File: config.mk
export PLATFORM = sky130hd
export DESIGN_NAME = mem_arbiter
export DESIGN_NICKNAME = d
export VERILOG_FILES = /design/src/rtl/mem_arbiter.sv
export SDC_FILE = /design/constraint.sdc
export NUM_CORES = 1
export LEC_CHECK = 0
export CAP_MARGIN = 20
export CORE_ASPECT_RATIO = 0.6
export CORE_MARGIN = 2
export CORE_UTILIZATION = 24
export DETAILED_ROUTE_END_ITERATION = 7
export HOLD_SLACK_MARGIN = 0.05
export PLACE_DENSITY = 0.75
export SETUP_SLACK_MARGIN = 0.2
export SLEW_MARGIN = 20
export SYNTH_ARGS = -nofsm -noshare
export SYNTH_HDL_FRONTEND = slang
export SYNTH_SLANG_ARGS = --single-unit
File: constraint.sdc
create_clock -name i_clock -period 2.4 [get_ports i_clock]
set_input_delay 0.72 -clock i_clock [delete_from_list [all_inputs] [get_ports i_clock]]
set_output_delay 0.72 -clock i_clock [all_outputs]
set_load 0.05 [all_outputs]
File: src/rtl/mem_arbiter.sv
// Two-port arbiter in front of a single-port synchronous memory.
// Port 0 (CPU) and port 1 (loader/debug) share the memory with bounded-hold fairness.
module mem_arbiter #(
    parameter int unsigned MAX_HOLD = 4
) (
    input  logic       i_clock,
    input  logic       i_reset,
    input  logic       i_req0,
    input  logic       i_req1,
    input  logic       i_we0,
    input  logic       i_we1,
    input  logic [7:0] i_addr0,
    input  logic [7:0] i_addr1,
    input  logic [7:0] i_wdata0,
    input  logic [7:0] i_wdata1,
    output logic       o_gnt0,
    output logic       o_gnt1,
    output logic       o_rvalid0,
    output logic       o_rvalid1,
    output logic [7:0] o_rdata0,
    output logic [7:0] o_rdata1,
    output logic [7:0] o_mem_addr,
    output logic [7:0] o_mem_data,
    output logic       o_mem_wren,
    output logic       o_mem_rden,
    input  logic [7:0] i_mem_q
);

    localparam logic [3:0] L_MAX_HOLD = 4'(MAX_HOLD);

    logic       r_last;
    logic [3:0] r_cnt;
    logic       r_rvalid0;
    logic       r_rvalid1;

    logic       w_pick1;
    logic       w_gnt0;
    logic       w_gnt1;
    logic       w_any;
    logic       w_we;
    logic       w_last_d;
    logic [3:0] w_cnt_d;
    logic       w_rvalid0;
    logic       w_rvalid1;

    // Under contention stay on the last winner until it has held MAX_HOLD grants.
    always_comb begin
        if (i_req0 && i_req1) begin
            w_pick1 = (r_cnt < L_MAX_HOLD) ? r_last : ~r_last;
        end else begin
            w_pick1 = i_req1;
        end
    end

    assign w_gnt0 = ~i_reset & i_req0 & ~w_pick1;
    assign w_gnt1 = ~i_reset & i_req1 & w_pick1;
    assign w_any  = w_gnt0 | w_gnt1;
    assign w_we   = w_gnt1 ? i_we1 : i_we0;

    always_comb begin
        o_mem_addr = 8'h00;
        o_mem_data = 8'h00;
        if (w_gnt0) begin
            o_mem_addr = i_addr0;
            o_mem_data = i_wdata0;
        end else if (w_gnt1) begin
            o_mem_addr = i_addr1;
            o_mem_data = i_wdata1;
        end
    end

    assign o_mem_wren = w_any & w_we;
    assign o_mem_rden = w_any & ~w_we;
    assign o_gnt0     = w_gnt0;
    assign o_gnt1     = w_gnt1;

    always_comb begin
        w_last_d = r_last;
        w_cnt_d  = 4'd0;
        if (w_any) begin
            w_last_d = w_gnt1;
            if (w_gnt1 == r_last) begin
                w_cnt_d = (r_cnt == 4'd15) ? r_cnt : r_cnt + 4'd1;
            end else begin
                w_cnt_d = 4'd1;
            end
        end
    end

    always_ff @(posedge i_clock) begin
        if (i_reset) begin
            r_last    <= 1'b0;
            r_cnt     <= 4'd0;
            r_rvalid0 <= 1'b0;
            r_rvalid1 <= 1'b0;
        end else begin
            r_last    <= w_last_d;
            r_cnt     <= w_cnt_d;
            r_rvalid0 <= w_gnt0 & ~i_we0;
            r_rvalid1 <= w_gnt1 & ~i_we1;
        end
    end

    // Masking with reset kills a response already in flight when reset arrives.
    assign w_rvalid0 = r_rvalid0 & ~i_reset;
    assign w_rvalid1 = r_rvalid1 & ~i_reset;
    assign o_rvalid0 = w_rvalid0;
    assign o_rvalid1 = w_rvalid1;
    assign o_rdata0  = w_rvalid0 ? i_mem_q : 8'h00;
    assign o_rdata1  = w_rvalid1 ? i_mem_q : 8'h00;

endmodule

Word-level counts from Yosys, hierarchy flattened
Cells that the tools add are included.
Cells by class
  $add $sub $neg: 1
  $lt $le $gt $ge: 1
  eq/ne operators: 3
  muxes and demuxes: 11
  bitwise gates (word level): 19
  reduce and logical (&&, ||, !) cells: 3
Operators by type and width (number)
  $mux W8: 6
  $and A1 B1 Y1: 10
  $not A1 Y1: 8
  $mux W1: 5
  $add A4 B1 Y4 const B: 1
  $eq A4 B4 Y1 const B: 1
  $lt A4 B3 Y1 const B: 1
  $reduce_or A3 Y1: 1
  $ne A2 B2 Y1 const B: 1
  $reduce_or A2 Y1: 1
  $eq A1 B1 Y1: 1
  $logic_and A1 B1 Y1: 1
  $or A1 B1 Y1: 1
Storage, ports and cells
  register bits after elaboration: 7
  input bits: 46
  output and inout port bits: 38
  logic and storage cells: 43

Longest topological paths before layout
Gate-level depths: netlist (run 1).
  depth after elaboration: 8
  mapped depth: 5
  gate-level depth less buffers: 4

Worst setup path after synthesis (run 1)
No wires, ideal clock.
  path kind: input to output
  start: input port i_req0
  end: output port o_mem_rden
  arrival: 2365 ps
  required time: 1680 ps
  slack: -685 ps
  stages: 4
  path buffers: 1
  path through: or4b_4 -> and4b_4 -> buf_6 -> mux2i_1
On the way
  longest elaborated chain between the ends: 6
  elaborated cells between the ends (all ways): 10
Ends and longest elaborated chain
  start: declaration: line 8  | input logic i_req0,
  $logic_and A1 B1 Y1 (*): line 48  | if (i_req0 && i_req1) begin
  $mux W1 (*): line 48
  $and A1 B1 Y1 (*): line 56  | assign w_gnt1 = ~i_reset & i_req1 & w_pick1;
  via o_gnt1: line 17  | output logic o_gnt1,
  $mux W1: line 58  | assign w_we = w_gnt1 ? i_we1 : i_we0;
  $not A1 Y1: line 73  | assign o_mem_rden = w_any & ~w_we;
  $and A1 B1 Y1 (*): line 73
  end: declaration: line 25  | output logic o_mem_rden,
Mark *: on every way through the listed nets, which the timed path passes. The rest lies on a longest branch.

Worst setup path after layout (run 1)
  start: input port i_req0
  end: output port o_mem_wren
On the way
  longest elaborated chain between the ends: 6
  elaborated cells between the ends (all ways): 9
Ends and longest elaborated chain
  $logic_and A1 B1 Y1: line 48
  $mux W1: line 48
  $not A1 Y1: line 55  | assign w_gnt0 = ~i_reset & i_req0 & ~w_pick1;
  $and A1 B1 Y1: line 55
  $or A1 B1 Y1: line 57  | assign w_any = w_gnt0 | w_gnt1;
  $and A1 B1 Y1 (*): line 72  | assign o_mem_wren = w_any & w_we;
  end: declaration: line 24  | output logic o_mem_wren,
Mark *: on every way between the ends. The rest lies on a longest branch, timed or not.

==> impl_metrics.env, run 1 <==
export IMPL_status="complete, but fails checks"
export IMPL_violations="setup timing"
export IMPL_period_minus_slack_ns=2.76
export IMPL_clk_latency_ns=0.24
export IMPL_synth_top_area_share_pct=19.2
export IMPL_period_share_pct=115
export IMPL_finalHoldViolCount=0
export IMPL_area_growth_pct=244
export IMPL_end_kind="primary output"
export IMPL_yosysWarnings=0
export IMPL_wl_per_cell_um=24.8
export IMPL_cp_data_arrival_time_ns=2.04
export IMPL_cts_tree="built"
export IMPL_synth_flop_cell="dfxtp_1"
export IMPL_hold_path_class="register to register"
export IMPL_first_pass_iters=4
export IMPL_final_max_slew_viol_count=0
export IMPL_layout_common_cells="42 x clkdlybuf4s50_1, 38 x buf_12, 16 x and2_4, 14 x buf_6"
export IMPL_grt_pass1_vias=1355
export IMPL_netlist_area_um2=731
export IMPL_power_frac_comb_pct=60.9
export IMPL_setup_viol=25
export IMPL_maxCapViolations=0
export IMPL_num_rows=15
export IMPL_slowest_delay_ns=0.49
export IMPL_core_area_um2=2890
export IMPL_synth_seq_cells=7
export IMPL_synth_xor_area_share_pct=1.20
export IMPL_path_clk_slew_ns=0.04
export IMPL_final_common_cell="clkdlybuf4s50_1"
export IMPL_p_sw_share_pct=36.4
export IMPL_io_pins=84
export IMPL_rsz0062_at_grt="yes"
export IMPL_globalplace_congestion=0.776
export IMPL_crit_type="input port to primary output"
export IMPL_cp_start_kind="input port"
export IMPL_grt_antenna_before_repair=0
export IMPL_synthMuxAreaShare_pct=5.82
export IMPL_drc_errors=0
export IMPL_async_flop_share_pct=0
export IMPL_report_power_total_uw=795
export IMPL_die_area_um2=3520
export IMPL_synth_top_family_by_area="compound AO/OA/AOI/OAI gates"
export IMPL_r2r_cells=6
export IMPL_antenna_left=0
export IMPL_synth_area_leader_cell="a22o_1"
export IMPL_path_buf_inv=2
export IMPL_cts_max_path_buffers=2
export IMPL_switchingPower_uw=289
export IMPL_track_usage_pct=34.8
export IMPL_synth_edf_count=0
export IMPL_routed_wl_mm=5.92
export IMPL_ys_types=32
export IMPL_seq_area_frac_synth_pct=19.2
export IMPL_max_freq_ghz=0.363
export IMPL_root_buffer="clkbuf_8"
export IMPL_synth_area_per_cell_um2=8.21
export IMPL_grt_pass1_wl_mm=8.33
export IMPL_ir_worst_vdd_uv=205
export IMPL_worst_pin_slew_ns=0.433
export IMPL_power_frac_clock_pct=22.7
export IMPL_p_seq_share_pct=16.4
export IMPL_drtIter0Drc=47
export IMPL_p_leak_uw=0.00108
export IMPL_cts_max_level=1
export IMPL_cts_sinks=7
export IMPL_die_w_um=75.2
export IMPL_drive_gt1_share_pct=58.9
export IMPL_synth_compound_area_share_pct=32.2
export IMPL_max_slew_margin_pct=70.8
export IMPL_die_h_um=46.7
export IMPL_synth_fa_ha_area_share_pct=1.71
export IMPL_cp_data_required_time_ns=1.68
export IMPL_nNetsFinal=245
export IMPL_synth_nets=136
export IMPL_crit_path_top_delay_cell="or4b_4"
export IMPL_p_int_uw=506
export IMPL_setup_slack_ns=-0.356
export IMPL_num_vias=1321
export IMPL_p_per_area_nw_per_um2=317
export IMPL_synthCells=89
export IMPL_cts_buffers=3
export IMPL_synth_simple_area_share_pct=31.0
export IMPL_synth_area_top_cells="a22o_1 19%, dfxtp_1 19%, and2_1 14%"
export IMPL_placed_cell_area_um2=2150
export IMPL_fin_area_um2=2510
export IMPL_n_antenna_cell=0
export IMPL_crit_cells=5
export IMPL_via_per_inst=5.53
export IMPL_grt_max_degree=11
export IMPL_whs_path_depth=1
export IMPL_fin_worst_skew_ns=0.00214
export IMPL_grt_overflow_total=0
export IMPL_cp_max_fo=6
export IMPL_crit_family="simple AND/OR/NAND/NOR gates"
export IMPL_hpwl_mm=3.13
export IMPL_start_util_pct=25.3
export IMPL_io_buffers=83
export IMPL_crit_chain="buf_6 -> or4b_4 -> and4b_4 -> mux2_4 -> buf_12"
flip-flops by register name, indices dropped and copies added (netlist names):
name,cells
r_cnt,4
r_last,1
r_rvalid0,1
r_rvalid1,1
what timing repair did:
action                     4_1_cts  5_1_grt
setup endpoints to repair       38       38
resized for setup               49        1
cloned                           6        0
pin swaps                       18        1
hold buffers                     0        0
setup buffers                   10        1
power by group through the flow:
| stage | Combinational (uW) | Sequential (uW) | Clock (uW) |
|---|---|---|---|
| floorplan | 187 | 127 | 0 |
| global placement | 402 | 129 | 0 |
| detailed placement | 410 | 130 | 0 |
| CTS | 468 | 128 | 174 |
| global route | 497 | 131 | 184 |
| finish | 484 | 130 | 180 |
routing by layer:
| layer | vias up | global-route usage [%] | routed length [um] |
|---|---|---|---|
| li1 | 554 | - | - |
| met1 | 627 | 37.8 | 2120 |
| met2 | 108 | 62.8 | 2810 |
| met3 | 32 | 12.0 | 650 |
| met4 | 0 | 16.8 | 345 |
| met5 | - | 0 | 0 |
worst paths after layout:
| kind | from | slack, ns | end |
|---|---|---|---|
| setup / recovery | i_req0 | -0.36 | o_mem_wren |
| hold reg to reg | r_cnt[3] | 0.58 | r_cnt[3] |
| hold / removal | r_cnt[3] | 0.58 | r_cnt[3] |
| setup reg to reg | r_last | 0.51 | r_rvalid1 |
metrics by stage:
step | TNS [ns] | hold slack (ns) | worst slack, ns | std cells | utilization, %
2_1_floorplan | -3.29 | 0.509 | -0.238 | 89 | -
3_3_place_gp | -16.46 | 0.528 | -0.736 | 218 | 74.4
3_5_place_dp | -18.05 | 0.555 | -0.785 | 218 | 74.4
4_1_cts | -5.64 | 0.564 | -0.343 | 238 | 86.6
5_1_grt | -6.40 | 0.615 | -0.358 | 239 | 86.9
6_report | -6.17 | 0.585 | -0.356 | 239 | 86.9
synth_stat cells (3+ instances only):
library cell / instances
a22o_1: 16
buf_6: 3
nor2b_1: 3
nor2_1: 7
clkbuf_1: 3
dfxtp_1: 7
and2_1: 16
nand2b_1: 3
layout make-up:
class	instances	area (um2)
Timing Repair Buffer	110	1520
Multi-Input combinational cell	74	743
Fill cell	119	379
Sequential cell	7	141
Tap cell	42	52.6
Clock buffer	4	45.0
Inverter	2	7.51
cells by family after synthesis:
family / Yosys count
simple gates: 38
xor+xnor: 1
compound gates: 28
fa+ha+maj: 1
mux: 4
buf+inv: 10
flops: 7
Note: power is estimated with default switching activity, not from simulation.
==> inputs of run 2 (changes only) <==
CORE_MARGIN = default   (was 2)
GPL_TIMING_DRIVEN = 0   (was default)
==> impl_metrics.env, run 2 (synthesis results as in run 1) <==
export IMPL_crit_chain="buf_8 -> or4b_4 -> and4b_4 -> buf_12 -> a22o_2 -> buf_6"
export IMPL_violations="setup timing"
export IMPL_p_int_uw=438
export IMPL_globalplace_congestion=0.717
export IMPL_cts_max_level=1
export IMPL_first_pass_iters=4
export IMPL_grt_util_met3_pct=5.36
export IMPL_cp_data_required_time_ns=1.68
export IMPL_track_usage_pct=21.6
export IMPL_final_common_cell="clkdlybuf4s50_1"
export IMPL_cts_buffers=3
export IMPL_antenna_left=0
export IMPL_p_seq_share_pct=18.3
export IMPL_grt_overflow_total=0
export IMPL_start_util_pct=25.3
export IMPL_grt_use_met1_pct=25.7
export IMPL_core_area_um2=2890
export IMPL_cp_data_arrival_time_ns=2.05
export IMPL_crit_type="input port to primary output"
export IMPL_cp_start_kind="input port"
export IMPL_slowest_delay_ns=0.45
export IMPL_power_frac_clock_pct=24.5
export IMPL_nNetsFinal=235
export IMPL_grt_pass1_vias=1112
export IMPL_cts_sinks=7
export IMPL_switchingPower_uw=252
export IMPL_layout_common_cells="34 x clkdlybuf4s50_1, 24 x buf_6, 18 x buf_8, 15 x and2_4, 12 x a22o_4"
export IMPL_final_max_slew_viol_count=0
export IMPL_rsz0062_at_grt="yes"
export IMPL_io_pins=84
export IMPL_path_clk_slew_ns=0.04
export IMPL_end_kind="primary output"
export IMPL_die_area_um2=3280
export IMPL_placed_cells=214
export IMPL_period_share_pct=115
export IMPL_hpwl_mm=2.50
export IMPL_p_per_area_nw_per_um2=327
export IMPL_power_frac_comb_pct=57.2
export IMPL_fin_area_um2=2110
export IMPL_grt_max_degree=11
export IMPL_setup_tns_ns=-6.57
export IMPL_final_cell_count_no_fill=230
export IMPL_status="complete, but fails checks"
export IMPL_num_rows=15
export IMPL_io_buffers=83
export IMPL_area_growth_pct=188
export IMPL_period_minus_slack_ns=2.77
export IMPL_grt_antenna_before_repair=1
export IMPL_regMostFlops="r_cnt"
export IMPL_worst_pin_slew_ns=0.322
export IMPL_ctsHoldBuffers=0
export IMPL_via_per_inst=4.74
export IMPL_placed_cell_area_um2=1750
export IMPL_max_slew_margin_pct=78.3
export IMPL_setup_slack_ns=-0.372
export IMPL_routed_wl_mm=3.65
export IMPL_ir_worst_vdd_uv=195
export IMPL_num_vias=1090
export IMPL_largest_reg_flops=4
export IMPL_drc_errors=0
export IMPL_p_sw_share_pct=36.5
export IMPL_crit_path_top_delay_cell="or4b_4"
export IMPL_cts_tree="built"
export IMPL_die_w_um=73.2
export IMPL_num_fill_cells=194
export IMPL_max_freq_ghz=0.361
export IMPL_p_leak_uw=0.000976
export IMPL_finalHoldViolCount=0
export IMPL_hold_path_class="register to register"
export IMPL_fin_worst_skew_ns=0.00122
export IMPL_grt_pass1_wl_mm=5.39
export IMPL_setup_viol=20
export IMPL_cts_max_path_buffers=2
export IMPL_wl_per_cell_um=15.8
export IMPL_root_buffer="clkbuf_8"
export IMPL_drive_gt1_share_pct=57.2
export IMPL_maxCapViolations=0
export IMPL_clk_latency_ns=0.23
export IMPL_crit_family="simple AND/OR/NAND/NOR gates"
export IMPL_cp_max_fo=9
export IMPL_grt_busiest_layer="met2"
export IMPL_die_h_um=44.7
export IMPL_drtIter0Drc=19
export IMPL_use_met2_pct=39.3
export IMPL_path_buf_inv=3
## run 2: cell count changes in the layout (fill, tap and decap cells not counted), moves of 2 or more
cell	delta
buf_8	+16
buf_12	-36
buf_6	+10
buf_2	+4
clkdlybuf4s50_1	-8
buf_4	-3
dlygate4sd2_1	+7
and4b_4	-2
## run 2: repair_timing
action,4_1_cts,5_1_grt
setup endpoints to repair,39,38
pin swaps,4,4
gates cloned,2,1
buffers inserted,8,0
gates resized for setup,315,12
## run 2: path summary, 6_finish.rpt
path / start / slack [ns] / cells past startpoint / endpoint
max: i_req0 / -0.37 / 6 / o_mem_data[2]
min: r_cnt[1] / 0.56 / 2 / r_cnt[1]
max reg2reg: r_cnt[3] / 0.67 / 6 / r_rvalid1
min reg2reg: r_cnt[1] / 0.56 / 2 / r_cnt[1]
## run 2: area by class of cell
cell class	instances	area [um2]	share of cell area, %
timing repair buffer	94	1040	49.2
multi-input combinational	72	723	34.3
sequential	7	140	6.65
buffer	8	97.6	4.63
tap	42	52.6	2.50
clock buffer	3	41.3	1.96
inverter	2	7.51	0.357
clock inverter	1	5.00	0.238
antenna	1	2.50	0.119
## run 2: routing by layer
layer  vias up  part of all wire (%)
li1        525                     -
met1       507                    41
met2        50                    50
met3         8                   6.7
met4         0                   2.4
met5         -                     0
## run 2: power groups by stage
stage               clock [uW]  combinational (uW)  sequential, uW
floorplan                    0                 187             127
global placement             0                 326             127
detailed placement           0                 333             127
CTS                        170                 388             125
global route               186                 410             126
finish                     169                 395             126
## run 2: per-stage QoR
stage | setup slack, ns | hold slack [ns] | power (uW) | utilization (%)
final | -0.372 | 0.556 | 690 | 72.9
after global routing | -0.402 | 0.597 | 722 | 72.9
after CTS | -0.360 | 0.560 | 683 | 71.6
after global placement | -1.48 | 0.531 | 453 | 60.6
after floorplan | -0.238 | 0.509 | 314 | -
after detailed placement | -1.54 | 0.552 | 460 | 60.6
## run 2: worst min-delay path: cells and delay by family, from the launching register on
family           cells  cell delay, ns
and+or+nand+nor      1            0.05
DFF                  1            0.33
muxes                1            0.13
==> inputs of run 3 (changes only) <==
ABC_AREA = 0   (was default)
SETUP_SLACK_MARGIN = default   (was 0.2)
==> impl_metrics.env, run 3 (synthesis results as in run 1) <==
export IMPL_crit_cells=6
export IMPL_num_vias=1044
export IMPL_cts_sinks=7
export IMPL_dp_slack_ns=-1.52
export IMPL_core_area_um2=2890
export IMPL_p_per_area_nw_per_um2=348
export IMPL_end_kind="primary output"
export IMPL_area_growth_pct=164
export IMPL_routed_wl_mm=3.38
export IMPL_io_pins=84
export IMPL_setup_slack_ns=-0.402
export IMPL_report_power_total_uw=672
export IMPL_wl_per_cell_um=14.8
export IMPL_cts_max_path_buffers=2
export IMPL_hpwl_mm=2.35
export IMPL_track_usage_pct=19.0
export IMPL_grt_util_met3_pct=4.91
export IMPL_hold_path_class="register to register"
export IMPL_max_freq_ghz=0.357
export IMPL_placed_cells=214
export IMPL_cp_data_arrival_time_ns=2.08
export IMPL_crit_chain="buf_8 -> or4b_4 -> and4b_4 -> buf_6 -> mux2_4 -> buf_8"
export IMPL_fin_area_um2=1930
export IMPL_slowest_delay_ns=0.46
export IMPL_placed_cell_area_um2=1710
export IMPL_num_rows=15
export IMPL_period_share_pct=117
export IMPL_setup_viol=20
export IMPL_crit_type="input port to primary output"
export IMPL_grt_overflow_total=0
export IMPL_grt_antenna_before_repair=0
export IMPL_drtIter0Drc=38
export IMPL_cts_buffers=3
export IMPL_ir_worst_vdd_uv=224
export IMPL_start_util_pct=25.3
export IMPL_grt_pass1_vias=986
export IMPL_grt_max_degree=11
export IMPL_cp_start_kind="input port"
export IMPL_cp_max_fo=4
export IMPL_root_buffer="clkbuf_8"
export IMPL_first_pass_iters=4
export IMPL_fin_worst_skew_ns=0.00111
export IMPL_via_per_inst=4.58
export IMPL_crit_path_top_delay_cell="or4b_4"
export IMPL_path_clk_slew_ns=0.04
export IMPL_cts_max_level=1
export IMPL_max_slew_margin_pct=77.2
export IMPL_path_buf_inv=3
export IMPL_status="complete, but fails checks"
export IMPL_layout_common_cells="42 x clkdlybuf4s50_1, 22 x buf_4, 20 x buf_6, 16 x and2_1, 10 x a22o_4"
export IMPL_regArea_um2=141
export IMPL_rsz0062_at_grt="yes"
export IMPL_final_cell_count_no_fill=228
export IMPL_p_leak_uw=0.000894
export IMPL_period_minus_slack_ns=2.80
export IMPL_final_max_slew_viol_count=0
export IMPL_nNetsFinal=234
export IMPL_cp_common_cell="buf_8"
export IMPL_cp_data_required_time_ns=1.68
export IMPL_die_w_um=73.2
export IMPL_cts_tree="built"
export IMPL_ctsHoldBuffers=0
export IMPL_maxCapViolations=0
export IMPL_finalHoldViolCount=0
export IMPL_globalplace_congestion=0.847
export IMPL_crit_family="simple AND/OR/NAND/NOR gates"
export IMPL_regMostFlops="r_cnt"
export IMPL_violations="setup timing"
export IMPL_n_antenna_cell=0
export IMPL_whs_path_depth=2
export IMPL_grt_busiest_layer="met2"
export IMPL_use_met2_pct=34.6
export IMPL_drive_gt1_share_pct=47.8
export IMPL_r2r_cells=6
export IMPL_final_common_cell="clkdlybuf4s50_1"
export IMPL_largest_reg_flops=4
export IMPL_setup_tns_ns=-6.71
export IMPL_worst_pin_slew_ns=0.339
export IMPL_drc_errors=0
export IMPL_die_area_um2=3280
export IMPL_clk_latency_ns=0.23
export IMPL_multi_input_area_um2=658
export IMPL_antenna_left=0
export IMPL_grt_use_met1_pct=23.7
export IMPL_grt_pass1_wl_mm=4.74
export IMPL_io_buffers=83
export IMPL_die_h_um=44.7
export IMPL_num_fill_cells=236
-- run 3: changes by cell type in the layout (fill, tap and decap cells not counted), moves of 7 or more --
cell / delta
dlygate4sd2_1: -7
buf_4: +14
and2_4: -15
buf_8: -9
clkdlybuf4s50_1: +8
and2_1: +16
-- run 3: tightest hold or removal path: stages (launching register included) --
cell	delay [ns]
dfxtp_1	0.32
a31oi_1	0.13
a211oi_1	0.06
-- run 3: path summary, 6_finish.rpt --
kind / startpoint / endpoint / slack [ns]
worst max-delay path: i_req0 / o_mem_wren / -0.40
worst max register to register: r_cnt[3] / r_rvalid1 / 0.67
worst min register to register: r_cnt[1] / r_cnt[3] / 0.56
worst min-delay path: r_cnt[1] / r_cnt[3] / 0.56
-- run 3: power by group --
part	internal, uW	switching (uW)
logic	194	181
clock network	115	53.8
registers	122	6.26
-- run 3: metal layers --
metal	vias to the layer above	wire [um]	part of all wire, %
met5	-	0	0
met4	0	0	0
met3	0	249	7.4
met2	44	1680	50
met1	478	1450	43
li1	522	-	-
-- run 3: area by class of cell --
class / instances / share of cell area [%]
plain buffers: 7 / 4.09
clock buffers: 4 / 2.34
inverters: 2 / 0.389
multi-input cells: 72 / 34.1
well taps: 42 / 2.73
flip-flops and latches: 7 / 7.33
repair buffers: 94 / 49.0
-- run 3: per-stage QoR --
stage | hold WS (ns) | utilization (%)
2_1_floorplan | 0.509 | -
3_3_place_gp | 0.525 | 59.2
3_5_place_dp | 0.555 | 59.2
4_1_cts | 0.561 | 64.5
5_1_grt | 0.604 | 66.7
6_report | 0.558 | 66.7
-- run 3: repair_timing --
action	CTS	global route
gates cloned	1	0
gates resized for setup	272	22
pin swaps	3	2
setup buffers	4	6
endpoints found under the setup margin	38	32
